### src/rtl/tmds_encoder.sv
// Per-channel DVI/HDMI TMDS 8b/10b encoder: two-stage pipeline turning video data
// or control bits into a DC-balanced 10-bit symbol (bit 0 transmitted first).
module tmds_encoder #(
  parameter int DISPARITY_WIDTH = 5
) (
  input  logic       pixelClock,
  input  logic       resetN,
  input  logic       dataEnable,
  input  logic [7:0] data,
  input  logic [1:0] ctrl,
  output logic [9:0] symbol
);

  localparam logic [9:0] CTRL_TOKEN_00 = 10'b1101010100;
  localparam logic [9:0] CTRL_TOKEN_01 = 10'b0010101011;
  localparam logic [9:0] CTRL_TOKEN_10 = 10'b0101010100;
  localparam logic [9:0] CTRL_TOKEN_11 = 10'b1010101011;

  typedef logic signed [DISPARITY_WIDTH-1:0] disp_t;

  function automatic logic [3:0] popcount8(input logic [7:0] v);
    logic [3:0] n;
    n = '0;
    for (int i = 0; i < 8; i++) n = n + {3'b000, v[i]};
    return n;
  endfunction

  logic [3:0] dataOnes;
  logic       useXnor;
  logic [8:0] qm_d;
  logic [8:0] qm_q;
  logic       dataEnable_q;
  logic [1:0] ctrl_q;

  // Stage 1: transition-minimising XOR/XNOR chain
  always_comb begin
    dataOnes = popcount8(data);
    useXnor  = (dataOnes > 4'd4) || ((dataOnes == 4'd4) && !data[0]);
    qm_d     = '0;
    qm_d[0]  = data[0];
    for (int i = 1; i < 8; i++) begin
      qm_d[i] = useXnor ? ~(qm_d[i-1] ^ data[i]) : (qm_d[i-1] ^ data[i]);
    end
    qm_d[8] = ~useXnor;
  end

  always_ff @(posedge pixelClock or negedge resetN) begin
    if (!resetN) begin
      qm_q         <= '0;
      dataEnable_q <= 1'b0;
      ctrl_q       <= 2'b00;
    end else begin
      qm_q         <= qm_d;
      dataEnable_q <= dataEnable;
      ctrl_q       <= ctrl;
    end
  end

  logic [3:0] qmOnes;
  disp_t      balance;
  disp_t      twoQm8;
  disp_t      twoNotQm8;
  disp_t      cnt_d;
  disp_t      cnt_q;
  logic [9:0] symbol_d;
  logic [9:0] symbol_q;

  // Stage 2: DC balancing; balance is n1q - n0q = 2*n1q - 8
  always_comb begin
    qmOnes    = popcount8(qm_q[7:0]);
    balance   = disp_t'({qmOnes, 1'b0}) - disp_t'(8);
    twoQm8    = disp_t'({qm_q[8], 1'b0});
    twoNotQm8 = disp_t'({~qm_q[8], 1'b0});
    symbol_d  = symbol_q;
    cnt_d     = cnt_q;
    if (!dataEnable_q) begin
      cnt_d = '0;
      case (ctrl_q)
        2'b00:   symbol_d = CTRL_TOKEN_00;
        2'b01:   symbol_d = CTRL_TOKEN_01;
        2'b10:   symbol_d = CTRL_TOKEN_10;
        default: symbol_d = CTRL_TOKEN_11;
      endcase
    end else if ((cnt_q == 0) || (qmOnes == 4'd4)) begin
      symbol_d = {~qm_q[8], qm_q[8], qm_q[8] ? qm_q[7:0] : ~qm_q[7:0]};
      cnt_d    = qm_q[8] ? (cnt_q + balance) : (cnt_q - balance);
    end else if (((cnt_q > 0) && (qmOnes > 4'd4)) || ((cnt_q < 0) && (qmOnes < 4'd4))) begin
      symbol_d = {1'b1, qm_q[8], ~qm_q[7:0]};
      cnt_d    = cnt_q + twoQm8 - balance;
    end else begin
      symbol_d = {1'b0, qm_q[8], qm_q[7:0]};
      cnt_d    = cnt_q + balance - twoNotQm8;
    end
  end

  always_ff @(posedge pixelClock or negedge resetN) begin
    if (!resetN) begin
      symbol_q <= CTRL_TOKEN_00;
      cnt_q    <= '0;
    end else begin
      symbol_q <= symbol_d;
      cnt_q    <= cnt_d;
    end
  end

  assign symbol = symbol_q;

endmodule

### config.mk
export PLATFORM = sky130hd
export DESIGN_NAME = tmds_encoder
export DESIGN_NICKNAME = d
export VERILOG_FILES = /design/src/rtl/tmds_encoder.sv
export SDC_FILE = /design/constraint.sdc
export NUM_CORES = 1
export LEC_CHECK = 0
export ABC_AREA = 1
export CORE_UTILIZATION = 57
export CTS_CLUSTER_SIZE = 40
export DETAILED_ROUTE_END_ITERATION = 8
export GPL_ROUTABILITY_DRIVEN = 0
export PLACE_DENSITY = 0.81
export SYNTH_ARGS = -nofsm -noshare
export SYNTH_HDL_FRONTEND = slang
export SYNTH_SLANG_ARGS = --single-unit
### constraint.sdc
create_clock -name pixelClock -period 5.2 [get_ports pixelClock]
set_clock_uncertainty 0.2 [all_clocks]
set_input_delay 0.52 -clock pixelClock [delete_from_list [all_inputs] [get_ports pixelClock]]
set_output_delay 0.52 -clock pixelClock [all_outputs]
set_load 0.02 [all_outputs]
# [After elaboration in Yosys (flattened, before gate mapping)]
# Cells that the tools add are included.
# W data, S select, Z words.
[op_classes] add_sub_neg=20 n_lt_le_gt_ge=5 n_eq_ne=4 muxes=16 bitwise_logic=17 reduce_logical=9
[op_table] op="$add A4 B1 Y4" n=8
[op_table] op="$logic_not A32 Y1" n=1
[op_table] op="$mux W10" n=3
[op_table] op="$pmux W10 S3" n=1
[op_table] op="$mux W5" n=4
[op_table] op="$sub A5 B5 Y5" n=2
[op_table] op="$not A1 Y1" n=9
[op_table] op="$add A3 B1 Y4" n=2
[op_table] op="$eq A4 B3 Y1 const B" n=2
[op_table] op="$gt A4 B3 Y1 const B" n=2
[op_table] op="$mux W8" n=1
[op_table] op="$not A8 Y8" n=1
[op_table] op="$mux W1" n=7
[op_table] op="$xor A1 B1 Y1" n=7
[op_table] op="$add A2 B1 Y3" n=2
[op_table] op="$add A5 B3 Y5" n=1
[op_table] op="$add A5 B5 Y5" n=1
[op_table] op="$gt A5 B1 Y1 const B" n=1
[op_table] op="$lt A5 B1 Y1 const B" n=1
[op_table] op="$sub A5 B3 Y5" n=1
[op_table] op="$sub A5 B5 Y5 const B" n=1
[op_table] op="$add A1 B1 Y2" n=2
[op_table] op="$lt A4 B3 Y1 const B" n=1
[op_table] op="$logic_and A1 B1 Y1" n=3
[op_table] op="5 further kinds" n=7
[totals] regBits=27 input_bits=13 word_cells=76

# [Longest topological paths before layout]
# Gate-level depths: netlist (run 1).
[depth] depth_word=29 depth_mapped=21 ltp_nobuf=21

# [Worst setup path after synthesis (run 1)]
# No wires, ideal clock.
[synth_path] path_kind="register -> register" startpoint="register qm_q[0]" endpoint="register cnt_q[4]" setup_time_ps=121 arrival_ps=4020 slack_ps=859 stages_incl_launch_ff=21 synth_period_minus_slack_ps=4341 path_cell_list="dfrtp_1 fa_1 inv_1 fa_1 fa_1 inv_1 ha_1 fa_1 inv_1 ha_1 inv_1 fa_1 inv_1 a21oi_1 nand2_1 nand3_1 nand2_1 nand2_1 nand2_1 nor2_1 nor2_1"
[synth_between] elab_chain_cells=13 word_cells_on_any_way=23
[synth_rtl] item="start, declared" line_no="31" source="logic [8:0] qm_q;"
[synth_rtl] item="start signal, assigned" line_no="53" source="qm_q <= qm_d;"
[synth_rtl] item="$add A1 B1 Y2 *" line_no="24" source="for (int i = 0; i < 8; i++) n = n + {3'b000, v[i]};"
[synth_rtl] item="$add A2 B1 Y3 *" line_no="24"
[synth_rtl] item="$add A3 B1 Y4 *" line_no="24"
[synth_rtl] item="$add A4 B1 Y4 * (4 in a row)" line_no="24"
[synth_rtl] item="$sub A5 B5 Y5 (tied with other cells)" line_no="71" source="balance = disp_t'({qmOnes, 1'b0}) - disp_t'(8);"
[synth_rtl] item="$add A5 B5 Y5 or $logic_and A1 B1 Y1 (tied branches)" line_no="86, 92, 87"
[synth_rtl] item="$sub A5 B3 Y5 or $logic_or A1 B1 Y1 (tied branches)" line_no="92, 87"
[synth_rtl] item="$mux W5" line_no="87" source="end else if (((cnt_q > 0) && (qmOnes > 4'd4)) || ((cnt_q < 0) && (qmOnes < 4'd4))) begin"
[synth_rtl] item="$mux W5 *" line_no="84" source="end else if ((cnt_q == 0) || (qmOnes == 4'd4)) begin"
[synth_rtl] item="$mux W5 *" line_no="76" source="if (!dataEnable_q) begin"
[synth_rtl] item="net cnt_d[4]" line_no="63" source="disp_t cnt_d;"
[synth_rtl] item="end signal, assigned" line_no="102" source="cnt_q <= cnt_d;"
[synth_rtl] item="end, declared" line_no="64" source="disp_t cnt_q;"
# Mark *: on every way through the listed nets, which the timed path passes. The rest lies on a longest branch.

# [Final worst setup path (run 1)]
# Ends and elaborated chain as after synthesis.

==> reports/results.tsv, run 1 <==
stage	metric	value	unit
floorplan	Starting Density	60.28	%
synthesis	synthesized netlist net count	326	
synthesis	average cell area after synthesis	8.027	µm²
synthesis	area of the mapped netlist	0.002223	mm²
detailed_routing	WL final	4263	µm
worst_setup_path	critical-path maximum fanout	3	
final_layout	Finished Core Util	69.20	%
timing	number of slew-limit violations in the final report	0	
timing	worst-case headroom to the max-slew limit	62.05	%
final_layout	count of filler cells inserted in the layout	311	
synthesis	register bit total from synthesis	26	
worst_setup_path	Critical Path Source Type	register	
placed_design	final HPWL from detailed placement	3541	µm
floorplan	Die X-Extent	64.46	µm
timing	setup tns final	0	ns
timing	portion of the clock cycle consumed by the worst path in the final layout	87.98	%
detailed_routing	count of TritonRoute iterations in the first routing pass	4	
final_layout	relative area change from synthesis to final layout	14.80	%
hold_path	type of the most critical hold path	register to register	
global_routing	antenna violations before repair	0	
cts	worst-skew pair later-pin latency	0.26	ns
cts	Resized Gates After CTS	0	
floorplan	row count	22	
detailed_routing	DRC violations left	0	
worst_setup_path	endpoint arrival time on the critical path	4.53	ns
global_routing	total overflow reported by the global router	0	
cts	cts hold-fix bufs	0	
synthesis	Synth Warn #	0	
detailed_routing	violation count after the first detailed-route iteration	97	
cts	buffer depth of the longest clock path	2	
timing	post-layout min period	4.575	ns
global_routing	number of global-route vias before repair	1723	
worst_setup_path	element type at the critical path end	register	
final_layout	fraction of layout cells with a size suffix above 1	10.23	%
final_layout	number of nets in the final layout	353	
global_routing	GR Util All Layers	22.73	%
final_layout	Diodes inserted	0	
worst_setup_path	kind of critical path	register to register	
global_routing	first-pass GRT wire length	7362	µm
timing	Final Setup Violations	0	
floorplan	die footprint	0.004154	mm²
final_layout	Non-Filler Cell Area, Final	0.002552	mm²
timing	worst hold slack	0.3788	ns
floorplan	height of the chip	64.46	µm
placed_design	number of port buffers	22	
cts	TritonCTS sink count	26	
detailed_routing	WL per Instance	12.15	µm
outcome	result of the run	finished, final reports clean	
cts	root buffer cell	sky130_fd_sc_hd__clkbuf_8	
synthesis	fraction of the yosys area taken by sequential cells	29.54	%
cts	CTS tree	yes	
placed_design	post-place instance area	0.002507	mm²
synthesis	number of library cell types mapped by synthesis	27	
cts	Setup Buffers After CTS	0	
global_routing	largest net degree at the start of global routing	27	
cts	cts bufs inserted	3	
cts	H-Tree Level Count	1	
detailed_routing	Routed Antenna Nets	0	
floorplan	io pins	23	
synthesis	cells after synthesis	277	
cts	Clock transition at path regs	0.08	ns
detailed_routing	via count	1749	
timing	hold violation count in the final report	0	
flow_run	MaxCap Viol Count	0	
floorplan	core outline area	0.003689	mm²
timing	actual transition at the worst max-transition pin	0.5633	ns
detailed_routing	per-cell via count in the routed design	4.983	
worst_setup_path	Required @ worst endpoint	5.15	ns
timing	unrepaired setup endpoints after global routing	no	
timing	Highest Clock Rate	0.2186	GHz
## routing by layer
metal / vias up / share of wire, % / GRT usage [%]
met5: - / 0 / 0
met4: 0 / 0.45 / 2.778
met3: 2 / 2.5 / 2.993
met2: 33 / 54 / 44.87
met1: 813 / 43 / 26.44
li1: 901 / - / -
## through the flow
stage / setup WS, ns / cells
after global placement: 0.7326 / 347
final: 0.6248 / 351
after detailed placement: 0.6326 / 347
after global routing: 0.3321 / 351
after floorplan: 0.8588 / 277
after CTS: 0.6176 / 351
## worst max-delay path, cell delays in order, from the launching register on
cell and delay (ns):
sky130_fd_sc_hd__dfrtp_1 0.42, sky130_fd_sc_hd__fa_1 0.53, sky130_fd_sc_hd__inv_1 0.06, sky130_fd_sc_hd__fa_1 0.46
sky130_fd_sc_hd__fa_1 0.49, sky130_fd_sc_hd__inv_1 0.04, sky130_fd_sc_hd__ha_1 0.21, sky130_fd_sc_hd__fa_1 0.54
sky130_fd_sc_hd__inv_1 0.15, sky130_fd_sc_hd__ha_1 0.19, sky130_fd_sc_hd__inv_1 0.05, sky130_fd_sc_hd__fa_1 0.51
sky130_fd_sc_hd__inv_1 0.06, sky130_fd_sc_hd__a21oi_1 0.12, sky130_fd_sc_hd__nand2_1 0.08, sky130_fd_sc_hd__nand3_1 0.07
sky130_fd_sc_hd__nand2_1 0.05, sky130_fd_sc_hd__nand2_1 0.05, sky130_fd_sc_hd__nand2_1 0.05, sky130_fd_sc_hd__nor2_1 0.10
sky130_fd_sc_hd__nor2_1 0.05
## synth_stat cells
| cell | instances | area, µm² |
|---|---|---|
| sky130_fd_sc_hd__clkbuf_1 | 1 | 3.750 |
| sky130_fd_sc_hd__and2_1 | 1 | 6.260 |
| sky130_fd_sc_hd__nor2_1 | 10 | 37.54 |
| sky130_fd_sc_hd__o21ai_0 | 5 | 25.02 |
| sky130_fd_sc_hd__dfrtp_1 | 21 | 525.5 |
| sky130_fd_sc_hd__inv_4 | 1 | 6.260 |
| sky130_fd_sc_hd__o21ai_1 | 1 | 5.000 |
| sky130_fd_sc_hd__nand3_4 | 1 | 17.52 |
| sky130_fd_sc_hd__nand3_2 | 4 | 40.04 |
| sky130_fd_sc_hd__dfstp_2 | 5 | 131.4 |
| sky130_fd_sc_hd__nand2_2 | 5 | 31.28 |
| sky130_fd_sc_hd__ha_1 | 23 | 287.8 |
| sky130_fd_sc_hd__a31oi_1 | 1 | 6.260 |
| sky130_fd_sc_hd__inv_1 | 51 | 191.4 |
| sky130_fd_sc_hd__o21ai_2 | 1 | 8.760 |
| sky130_fd_sc_hd__nand2_1 | 69 | 259.0 |
| sky130_fd_sc_hd__nand2_4 | 3 | 33.78 |
| sky130_fd_sc_hd__nor2_2 | 1 | 6.260 |
| sky130_fd_sc_hd__or2_2 | 1 | 6.260 |
| sky130_fd_sc_hd__xor2_1 | 8 | 70.07 |
| sky130_fd_sc_hd__a21oi_2 | 1 | 8.760 |
| sky130_fd_sc_hd__xnor2_1 | 3 | 26.28 |
| sky130_fd_sc_hd__fa_1 | 13 | 260.3 |
| sky130_fd_sc_hd__a21oi_1 | 6 | 30.03 |
| sky130_fd_sc_hd__clkinv_1 | 1 | 3.750 |
| sky130_fd_sc_hd__inv_2 | 4 | 15.01 |
| sky130_fd_sc_hd__nand3_1 | 36 | 180.2 |
## area by class of cell
| class | instances | area, µm² | share of cell area [%] |
|---|---|---|---|
| Tap cell | 48 | 60.06 | 2.353 |
| Timing Repair Buffer | 23 | 227.7 | 8.922 |
| Clock buffer | 4 | 45.04 | 1.765 |
| Inverter | 57 | 216.5 | 8.480 |
| Multi-Input combinational cell | 193 | 1346 | 52.75 |
| Sequential cell | 26 | 656.9 | 25.74 |
## cells in the final DEF, fill, tap and decap left out
cell                              count
sky130_fd_sc_hd__ha_1                23
sky130_fd_sc_hd__o21ai_0              5
sky130_fd_sc_hd__nand3_2              4
sky130_fd_sc_hd__nand2_4              3
sky130_fd_sc_hd__or2_2                1
sky130_fd_sc_hd__nand2_2              5
sky130_fd_sc_hd__a31oi_1              1
sky130_fd_sc_hd__clkinv_1             1
sky130_fd_sc_hd__o21ai_2              1
sky130_fd_sc_hd__a21oi_2              1
sky130_fd_sc_hd__dfstp_2              5
sky130_fd_sc_hd__buf_4                1
sky130_fd_sc_hd__clkbuf_8             3
sky130_fd_sc_hd__clkdlybuf4s50_1     22
sky130_fd_sc_hd__xnor2_1              3
sky130_fd_sc_hd__o21ai_1              1
sky130_fd_sc_hd__nor2_1              10
sky130_fd_sc_hd__nor2_2               1
sky130_fd_sc_hd__and2_1               1
sky130_fd_sc_hd__inv_2                4
sky130_fd_sc_hd__nand3_4              1
sky130_fd_sc_hd__a21oi_1              6
sky130_fd_sc_hd__inv_1               51
sky130_fd_sc_hd__dfrtp_1             21
sky130_fd_sc_hd__nand2_1             69
sky130_fd_sc_hd__nand3_1             36
sky130_fd_sc_hd__clkbuf_1             1
sky130_fd_sc_hd__xor2_1               8
sky130_fd_sc_hd__inv_4                1
sky130_fd_sc_hd__fa_1                13
## worst paths after layout
kind	end	start	cells past startpoint	slack, ns
worst max-delay path	cnt_q[4]	qm_q[0]	20	0.62
worst min-delay path	symbol[4]	qm_q[4]	3	0.38
worst max register to register	cnt_q[4]	qm_q[0]	20	0.62
worst min register to register	symbol[4]	qm_q[4]	3	0.38
max in group asynchronous	symbol[6]	resetN	2	4.09
min in group asynchronous	cnt_q[4]	resetN	2	0.42
## kinds of logic after synthesis
logic type / after synthesis / share of synthesized area (%)
compound gates: 15 / 3.770
xor+xnor: 11 / 4.333
fa+ha+maj: 36 / 24.65
buf+inv: 58 / 9.904
flops: 26 / 29.54
simple gates: 131 / 27.80
## state kept, by name, indices dropped and copies added, names as in the netlist
name	flops
ctrl_q	2
qm_q	9
cnt_q	4
dataEnable_q	1
symbol	10
Power of run 1 is left out: the tool's default activity adds up to more than one toggle a clock period on the data nets, which glitch-free logic cannot reach.
==> inputs of run 2 (changes only) <==
- ABC_AREA: 1 -> not set
- SETUP_SLACK_MARGIN: not set -> 0.2
==> reports/results.tsv, run 2 <==
stage	metric	value	unit	change
synthesis	cell with the most instances after synthesis	sky130_fd_sc_hd__inv_1		
detailed_routing	count of TritonRoute iterations in the first routing pass	4		unchanged
final_layout	relative area change from synthesis to final layout	14.43	%	
timing	actual transition at the worst max-transition pin	0.8604	ns	+0.2970 ns
placed_design	number of port buffers	22		unchanged
synthesis	area of the mapped netlist	0.002160	mm²	-2.9%
cts	Resized Gates After CTS	0		unchanged
timing	portion of the clock cycle consumed by the worst path in the final layout	90.85	%	+2.9 points
timing	post-layout min period	4.724	ns	+0.1489 ns
synthesis	number of library cell types mapped by synthesis	39		+44%
global_routing	largest net degree at the start of global routing	30		+11%
global_routing	total overflow reported by the global router	0		unchanged
floorplan	Starting Density	62.27	%	+2.0 points
timing	number of slew-limit violations in the final report	0		unchanged
worst_setup_path	buffers and inverters on the worst path	2		-3
worst_setup_path	timing startpoint of the critical path	qm_q[0]		
worst_setup_path	endpoint arrival time on the critical path	4.64	ns	+0.11 ns
cts	cts bufs inserted	3		unchanged
global_routing	GR Util All Layers	23.73	%	+0.99 points
placed_design	final HPWL from detailed placement	3263	µm	-7.9%
detailed_routing	WL final	4169	µm	-2.2%
final_layout	most common cell after layout, fill and taps aside	sky130_fd_sc_hd__inv_1		
final_layout	Largest register FFs	10		unchanged
synthesis	register bit total from synthesis	26		unchanged
detailed_routing	via count	1665		-4.8%
timing	Highest Clock Rate	0.2117	GHz	-3.2%
global_routing	first-pass GRT wire length	7596	µm	+3.2%
timing	setup tns final	0	ns	unchanged
cts	H-Tree Level Count	1		unchanged
timing	worst-case headroom to the max-slew limit	42.64	%	-19 points
cts	cts hold-fix bufs	0		unchanged
final_layout	most frequent cells in the layout	36 x sky130_fd_sc_hd__inv_1, 23 x sky130_fd_sc_hd__ha_1, 22 x sky130_fd_sc_hd__clkdlybuf4s50_1, 21 x sky130_fd_sc_hd__dfrtp_1, 16 x sky130_fd_sc_hd__nand4_1		
worst_setup_path	element type at the critical path end	register		
worst_setup_path	kind of critical path	register to register		
final_layout	Diodes inserted	0		unchanged
floorplan	height of the chip	63.55	µm	-1.4%
synthesis	fraction of registers with async set/reset	100.0	%	unchanged
synthesis	cells taking the most area after synthesis	sky130_fd_sc_hd__dfrtp_1 24%, sky130_fd_sc_hd__ha_1 13%, sky130_fd_sc_hd__fa_1 12%		
floorplan	Die X-Extent	63.55	µm	-1.4%
worst_setup_path	Worst path most repeated cell	sky130_fd_sc_hd__fa_1		
synthesis	average cell area after synthesis	9.998	µm²	+25%
synthesis	synthesized netlist net count	265		-19%
detailed_routing	Routed Antenna Nets	0		unchanged
cts	buffer depth of the longest clock path	2		unchanged
cts	Setup Buffers After CTS	0		unchanged
final_layout	fraction of layout cells with a size suffix above 1	5.957	%	-4.3 points
synthesis	top-area cell type share of the netlist area	24.33	%	+0.70 points
timing	Final Setup Violations	0		unchanged
worst_setup_path	critical-path maximum fanout	17		+14
detailed_routing	per-cell via count in the routed design	5.925		+19%
worst_setup_path	Critical Path Source Type	register		
synthesis	cells after synthesis	216		-22%
cts	CTS tree	yes		
synthesis	fraction of the yosys area taken by sequential cells	30.42	%	+0.87 points
worst_setup_path	ordered cell list for the critical path	fa_1 > inv_1 > fa_1 > fa_1 > inv_1 > ha_1 > fa_1 > xor2_1 > ha_1 > and3_1 > o21ai_2 > o211a_1 > o311ai_0		
detailed_routing	WL per Instance	14.84	µm	+22%
floorplan	die footprint	0.004039	mm²	-2.8%
worst_setup_path	startpoint of the most critical register-to-register path	qm_q[0]		
cts	root buffer cell	sky130_fd_sc_hd__clkbuf_8		
floorplan	io pins	23		unchanged
cts	Clock transition at path regs	0.09	ns	about the same
hold_path	type of the most critical hold path	input port to asynchronous set/reset pin		
timing	unrepaired setup endpoints after global routing	no		
synthesis	Synth Warn #	0		unchanged
timing	hold violation count in the final report	0		unchanged
floorplan	row count	21		-4.5%
global_routing	antenna violations before repair	0		unchanged
global_routing	number of global-route vias before repair	1701		-1.3%
synthesis	commonest cells in the netlist	36 x sky130_fd_sc_hd__inv_1, 23 x sky130_fd_sc_hd__ha_1, 21 x sky130_fd_sc_hd__dfrtp_1, 16 x sky130_fd_sc_hd__nand4_1, 14 x sky130_fd_sc_hd__xnor2_1		
detailed_routing	DRC violations left	0		unchanged
cts	worst-skew pair later-pin latency	0.27	ns	about the same
outcome	result of the run	finished, final reports clean		
final_layout	number of nets in the final layout	285		-19%
worst_setup_path	stage delay of the slowest cell on the critical path	0.61	ns	+0.07 ns
worst_setup_path	family of cells with the greatest summed delay on the critical path	adder cells		
worst_setup_path	crit path max-delay cell type	sky130_fd_sc_hd__o21ai_2		
detailed_routing	violation count after the first detailed-route iteration	121		+25%
floorplan	core outline area	0.003468	mm²	-6.0%
cts	TritonCTS sink count	26		unchanged
flow_run	MaxCap Viol Count	0		unchanged
synthesis	number of flops mapped to enable cells by yosys	0		unchanged
synthesis	library cell with the largest summed area after synthesis	sky130_fd_sc_hd__dfrtp_1		
worst_setup_path	Required @ worst endpoint	5.11	ns	-0.04 ns
synthesis	Main synth FF type	sky130_fd_sc_hd__dfrtp_1		
[run 2: per-stage QoR]
stage | cell area [µm²] | hold WS [ns] | utilization, % | setup WS (ns) | instances
after floorplan | 2160 | 0.02441 | - | 0.8282 | 216
after global placement | 2416 | 0.3960 | 69.66 | 0.5986 | 277
after detailed placement | 2416 | 0.4005 | 69.66 | 0.5029 | 277
after CTS | 2471 | 0.4157 | 71.25 | 0.4959 | 281
after global routing | 2471 | 0.4421 | 71.25 | 0.2251 | 281
final | 2471 | 0.4100 | 71.25 | 0.4759 | 281
[run 2: cell families after synthesis]
family                   share of synthesized area [%]
AO/OA/AOI/OAI                                    13.67
XOR/XNOR                                         9.733
adder cells (fa/ha/maj)                          25.38
buffers and inverters                            7.938
flip-flops                                       30.42
multiplexers                                     1.391
AND/OR/NAND/NOR                                  11.47
[run 2: final cells by class]
class | instances | area, µm²
clock buffers | 4 | 55.05
fillers | 269 | 997.2
inverters | 36 | 135.1
multi-input cells | 145 | 1331
flip-flops and latches | 26 | 656.9
well taps | 46 | 57.56
repair buffers | 24 | 235.2
[run 2: worst reg2reg max path: stages (launching register included)]
cell                       delay (ns)
sky130_fd_sc_hd__dfrtp_1         0.45
sky130_fd_sc_hd__fa_1            0.55
sky130_fd_sc_hd__inv_1           0.05
sky130_fd_sc_hd__fa_1            0.45
sky130_fd_sc_hd__fa_1            0.49
sky130_fd_sc_hd__inv_1           0.04
sky130_fd_sc_hd__ha_1            0.21
sky130_fd_sc_hd__fa_1            0.41
sky130_fd_sc_hd__xor2_1          0.18
sky130_fd_sc_hd__ha_1            0.23
sky130_fd_sc_hd__and3_1          0.31
sky130_fd_sc_hd__o21ai_2         0.61
sky130_fd_sc_hd__o211a_1         0.26
sky130_fd_sc_hd__o311ai_0        0.13
[run 2: metal layers]
layer | GRT usage, % | vias to the layer above | share of wire [%]
li1 | - | 792 | -
met1 | 32.03 | 813 | 45
met2 | 38.70 | 55 | 49
met3 | 1.993 | 5 | 4.8
met4 | 10.23 | 0 | 0.91
met5 | 0 | - | 0
[run 2: path summary, 6_finish.rpt]
kind,endpoint,slack [ns],depth (start not counted)
max,symbol[3],0.48,13
min,cnt_q[2],0.41,2
max reg2reg,symbol[3],0.48,13
min reg2reg,symbol[5],0.42,2
max in group asynchronous,symbol[6],4.09,2
min in group pixelClock,symbol[5],0.42,2
Power of run 2 is left out for the same reason.
==> inputs of run 3 (changes only) <==
- ABC_CLOCK_PERIOD_IN_PS: not set -> 5200
==> results of run 3 <==
Same layout as run 2: the final DEF is identical, and so are final timing and power.
Power of run 3 is left out for the same reason.
